`config.mk`:
```
export PLATFORM = sky130hd
export DESIGN_NAME = inst_fetch_sequencer
export DESIGN_NICKNAME = d
export VERILOG_FILES = /design/src/rtl/inst_fetch_sequencer.sv
export SDC_FILE = /design/constraint.sdc
export NUM_CORES = 1
export LEC_CHECK = 0
export CAP_MARGIN = 20
export CORE_AREA = 8 8 129 131
export DETAILED_ROUTE_END_ITERATION = 16
export DIE_AREA = 0 0 137 139
export PLACE_DENSITY = 0.57
export SLEW_MARGIN = 10
export SYNTH_ARGS = -nofsm -noshare
export SYNTH_HDL_FRONTEND = slang
export SYNTH_SLANG_ARGS = --single-unit
```
`constraint.sdc`:
```
create_clock -name clk -period 2.8 [get_ports clk]
set_input_delay 0.56 -clock clk [delete_from_list [all_inputs] [get_ports clk]]
set_output_delay 0.56 -clock clk [all_outputs]
set_load 0.01 [all_outputs]
```
`src/rtl/inst_fetch_sequencer.sv`:
```
// Instruction fetch sequencer: drives a registered instruction ROM,
// hides its read latency in a skid buffer and hands words to decode.
module inst_fetch_sequencer #(
   parameter int unsigned        ADDR_W   = 8,
   parameter logic [ADDR_W-1:0] START_PC = 8'h00,
   parameter logic [ADDR_W-1:0] LAST_PC  = 8'h48,
   parameter int unsigned        DEPTH    = 2
) (
   input  logic              clk,
   input  logic              rst_n,
   input  logic              start,
   output logic [ADDR_W-1:0] rom_addr,
   input  logic [31:0]       rom_data,
   output logic              inst_valid,
   input  logic              inst_ready,
   output logic [31:0]       inst,
   output logic [ADDR_W-1:0] inst_pc,
   input  logic              redirect_valid,
   input  logic [ADDR_W-1:0] redirect_pc,
   output logic              busy,
   output logic              done
);

   localparam int unsigned PTR_W = $clog2(DEPTH);
   localparam int unsigned CNT_W = PTR_W + 1;
   localparam logic [CNT_W-1:0] DEPTH_C = CNT_W'(DEPTH);

   localparam logic [1:0] S_IDLE  = 2'd0;
   localparam logic [1:0] S_FETCH = 2'd1;
   localparam logic [1:0] S_DONE  = 2'd2;

   logic [1:0]        state_q, state_d;
   logic [ADDR_W-1:0] pc_q, pc_d;
   logic              infl_q, infl_d;
   logic [ADDR_W-1:0] ifpc_q, ifpc_d;
   logic [PTR_W-1:0]  rd_q, rd_d;
   logic [PTR_W-1:0]  wr_q, wr_d;
   logic [CNT_W-1:0]  cnt_q, cnt_d;
   logic              busy_q, done_q;

   logic [31:0]       dmem_q [DEPTH];
   logic [ADDR_W-1:0] pmem_q [DEPTH];

   logic              redir;
   logic              pop;
   logic              push;
   logic              issue;
   logic              in_range;
   logic [CNT_W-1:0]  occ;

   assign inst_valid = (cnt_q != '0);
   assign inst       = inst_valid ? dmem_q[rd_q] : '0;
   assign inst_pc    = inst_valid ? pmem_q[rd_q] : '0;
   assign rom_addr   = pc_q;
   assign busy       = busy_q;
   assign done       = done_q;

   assign redir    = redirect_valid && (state_q != S_IDLE);
   assign pop      = inst_valid && inst_ready;
   assign push     = infl_q && !redir;
   assign in_range = (pc_q <= LAST_PC);

   // Buffer slots already promised: held words plus the word in flight.
   assign occ   = cnt_q + CNT_W'(infl_q) - CNT_W'(pop);
   assign issue = (state_q == S_FETCH) && in_range
                  && !redir && (occ < DEPTH_C);

   always_comb begin
      state_d = state_q;
      pc_d    = pc_q;
      infl_d  = infl_q;
      ifpc_d  = ifpc_q;
      rd_d    = rd_q;
      wr_d    = wr_q;
      cnt_d   = cnt_q;
      if (redir) begin
         state_d = S_FETCH;
         pc_d    = redirect_pc & ~ADDR_W'(3);
         infl_d  = 1'b0;
         rd_d    = '0;
         wr_d    = '0;
         cnt_d   = '0;
      end else begin
         infl_d = issue;
         if (issue) begin
            ifpc_d = pc_q;
            pc_d   = pc_q + ADDR_W'(4);
         end
         if (push) wr_d = wr_q + PTR_W'(1);
         if (pop)  rd_d = rd_q + PTR_W'(1);
         if (push && !pop) cnt_d = cnt_q + CNT_W'(1);
         if (pop && !push) cnt_d = cnt_q - CNT_W'(1);
         unique case (state_q)
            S_IDLE, S_DONE: begin
               if (start) begin
                  state_d = S_FETCH;
                  pc_d    = START_PC;
               end
            end
            S_FETCH: begin
               if (!in_range && !infl_q && cnt_q == '0)
                  state_d = S_DONE;
            end
            default: state_d = S_IDLE;
         endcase
      end
   end

   always_ff @(posedge clk) begin
      if (!rst_n) begin
         state_q <= S_IDLE;
         pc_q    <= START_PC;
         infl_q  <= 1'b0;
         ifpc_q  <= '0;
         rd_q    <= '0;
         wr_q    <= '0;
         cnt_q   <= '0;
         busy_q  <= 1'b0;
         done_q  <= 1'b0;
      end else begin
         state_q <= state_d;
         pc_q    <= pc_d;
         infl_q  <= infl_d;
         ifpc_q  <= ifpc_d;
         rd_q    <= rd_d;
         wr_q    <= wr_d;
         cnt_q   <= cnt_d;
         busy_q  <= (state_d == S_FETCH);
         done_q  <= (state_d == S_DONE);
      end
   end

   always_ff @(posedge clk) begin
      if (push) begin
         dmem_q[wr_q] <= rom_data;
         pmem_q[wr_q] <= ifpc_q;
      end
   end

`ifndef SYNTHESIS
   always_ff @(posedge clk) begin
      if (rst_n && push && !pop)
         assert (cnt_q != DEPTH_C);
   end
`endif

endmodule

```
==> flow_summary.ini <==
[global_route]
track_usage_pct = 10.0
grt_max_degree = 41
grt_pass1_wl_um = 14700
antenna_found_initial = 1
grt_pass1_vias = 2796
overflow = 0

[timing]
slew_viol_final = 0
relSlewSlack_pct = 39.8
clock_skew_ns = 0.00642
setup_violations = 0
hold_viol = 0
worst_slew_pin_slew_ns = 0.899
period_share_pct = 89.3
fin_setup_tns_ns = 0
max_freq_mhz = 400
fin_crit_ns = 2.50
setup_slack_ns = 0.300
rsz0062_at_grt = no

[finish]
diodes = 0
final_common_cell = clkdlybuf4s50_1
areaGrowthSynthToFinish_pct = 36.3
regArea_sq_um = 2920
multi_input_area_sq_um = 1260
nets = 460
fill_cells = 1404
layout-drive-gt1-share_pct = 9.62
fin_area_sq_um = 5800
layout_common_cells = clkdlybuf4s50_1, edfxtp_1, nor2_1

[placement]
place_ws_ns = 0.0608
dpl_cell_area_sq_um = 5490
gp_congestion = 0.787
io_buffers = 93
hpwl_um = 6210

[synth]
ys_seq_area_share_pct = 68.7
synth_area_sq_um = 4260
ys_async_sr_fraction_pct = 0
ys_seq_elements = 106
ys_types = 44
syn-instance-count = 309
yosysWarningCount = 0
synth_flop_cell = edfxtp_1
yosysTopAreaCell = edfxtp_1
yosysTopAreaCellShare_pct = 56.4
netlist_top_cells_area = edfxtp_1, dfxtp_1, mux2i_1
synth-edff-count = 80
syn_area_per_cell_sq_um = 13.8
syn_nets = 358

[critical_path]
critPathKind = flop to output pin
worstSetupEndpointType = output pin
startpoint_type = flop
crit_path_max_fanout = 40
arrival_ns = 1.94
cp_data_required_time_ns = 2.24

[detailed_routing]
first_iter_violations = 106
route.detailed.drc = 0
via_per_inst = 4.56
via_count = 2757
drt_wl_total_um = 9280
postRouteAntennaNets = 0
wl_per_cell_um = 15.4
firstDrtPassIters = 4

[cts]
cts_tree = yes
clkTransAtPathRegs_ns = 0.07
cts_root_buf = clkbuf_16
cts_htree_levels = 3
clkLatencyLatePin_ns = 0.34
clockBufferDepth = 2
cts_hold_buffers = 0
postCtsSetupRepairBufs = 0
cts_buffers = 9
cts.sinks = 106
post_cts_resize_count = 0

[floorplanning]
design.core.area_sq_um = 14800
die_h_um = 139
rows = 45
dieArea_sq_um = 19000
ios = 96
start_util_pct = 28.9
die_x_um = 137

[run]
maxCapViolations = 0

[power_and_ir_drop]
power_mw = 3.41
power.density_nw_per_um2 = 587
p_leak_nw = 1.87
vdd_drop_max_mv = 0.260

[run_status]
outcome = finished, final reports clean

[worst_hold_path]
min_path_type = flop to flop
[flip-flops by register name, summed over array words and instances (netlist names), named ones only]
name	flops
busy	1
cnt_q	2
dmem_q	64
done	1
ifpc_q	8
infl_q	1
pmem_q	16
rd_q	1
rom_addr	6
state_q	2
wr_q	1
[worst paths after layout]
check	cells past startpoint	end	slack (ns)	from
min	0	pmem_q[1][6]$_DFFE_PP_	0.46	ifpc_q[6]$_SDFFE_PN0P_
min reg2reg	0	pmem_q[1][6]$_DFFE_PP_	0.46	ifpc_q[6]$_SDFFE_PN0P_
max	4	inst_pc[6]	0.30	cnt_q[0]$_SDFFE_PP0P_
max reg2reg	5	rom_addr[2]$_SDFF_PN0_	0.43	rom_addr[3]$_SDFF_PN0_
[critical path, stage by stage, from the launching register on]
cell,delay [ns]
dfxtp_1,0.45
nor2_4,0.05
buf_4,0.28
nor2_1,0.24
clkdlybuf4s50_1,0.58
[synth_stat cells (2+ instances only)]
cell and n:
a21oi_1 9, a32oi_1 2, and2_1 3, and3_1 2, clkbuf_1 13, dfxtp_1 26
edfxtp_1 80, ha_1 4, inv_1 5, mux2i_1 40, nand2_1 5, nand2b_1 5
nand3_1 5, nand4_1 10, nor2_1 53, nor2b_1 2, nor4_1 3, o21a_1 2
o21ai_0 2, o311ai_2 2, o31a_1 2, o31ai_1 7, xnor2_1 4, xor2_1 3
[layout make-up]
class	instances	share of cell area [%]
multi-input cells	182	21.8
well taps	188	4.06
clock buffers	10	4.31
repair buffers	107	18.1
clock inverters	6	1.06
inverters	5	0.324
flip-flops and latches	106	50.4
[metrics by stage]
step | std cells | hold WS [ns] | util, %
floorplan | 309 | 0.417 | -
global placement | 588 | 0.434 | 37.2
detailed placement | 588 | 0.445 | 37.2
CTS | 604 | 0.462 | 39.3
global route | 604 | 0.470 | 39.3
finish | 604 | 0.459 | 39.3
[layer usage]
| metal | GRT usage (%) | share of wire [%] | up-vias |
|---|---|---|---|
| met4 | 5.15 | 2.0 | 2 |
| li1 | - | - | 1359 |
| met5 | 0 | 0.14 | - |
| met1 | 12.3 | 43 | 1316 |
| met2 | 15.4 | 48 | 67 |
| met3 | 3.15 | 6.5 | 13 |
[kinds of logic after synthesis]
family | after synthesis | share of synthesized area (%)
buffers and inverters | 21 | 2.06
and+or+nand+nor | 93 | 10.3
adders and majority gates | 4 | 1.18
AOI/OAI and AO/OA | 37 | 6.70
xor gates and xnor gates | 7 | 1.44
muxes | 41 | 9.67
DFF | 106 | 68.7
[power by group]
part | internal, mW | switching [mW]
clock | 0.746 | 0.540
combinational | 0.192 | 0.176
sequential | 1.72 | 0.0303
total | 2.66 | 0.746
No activity file was read; power rests on OpenSTA's default activity.
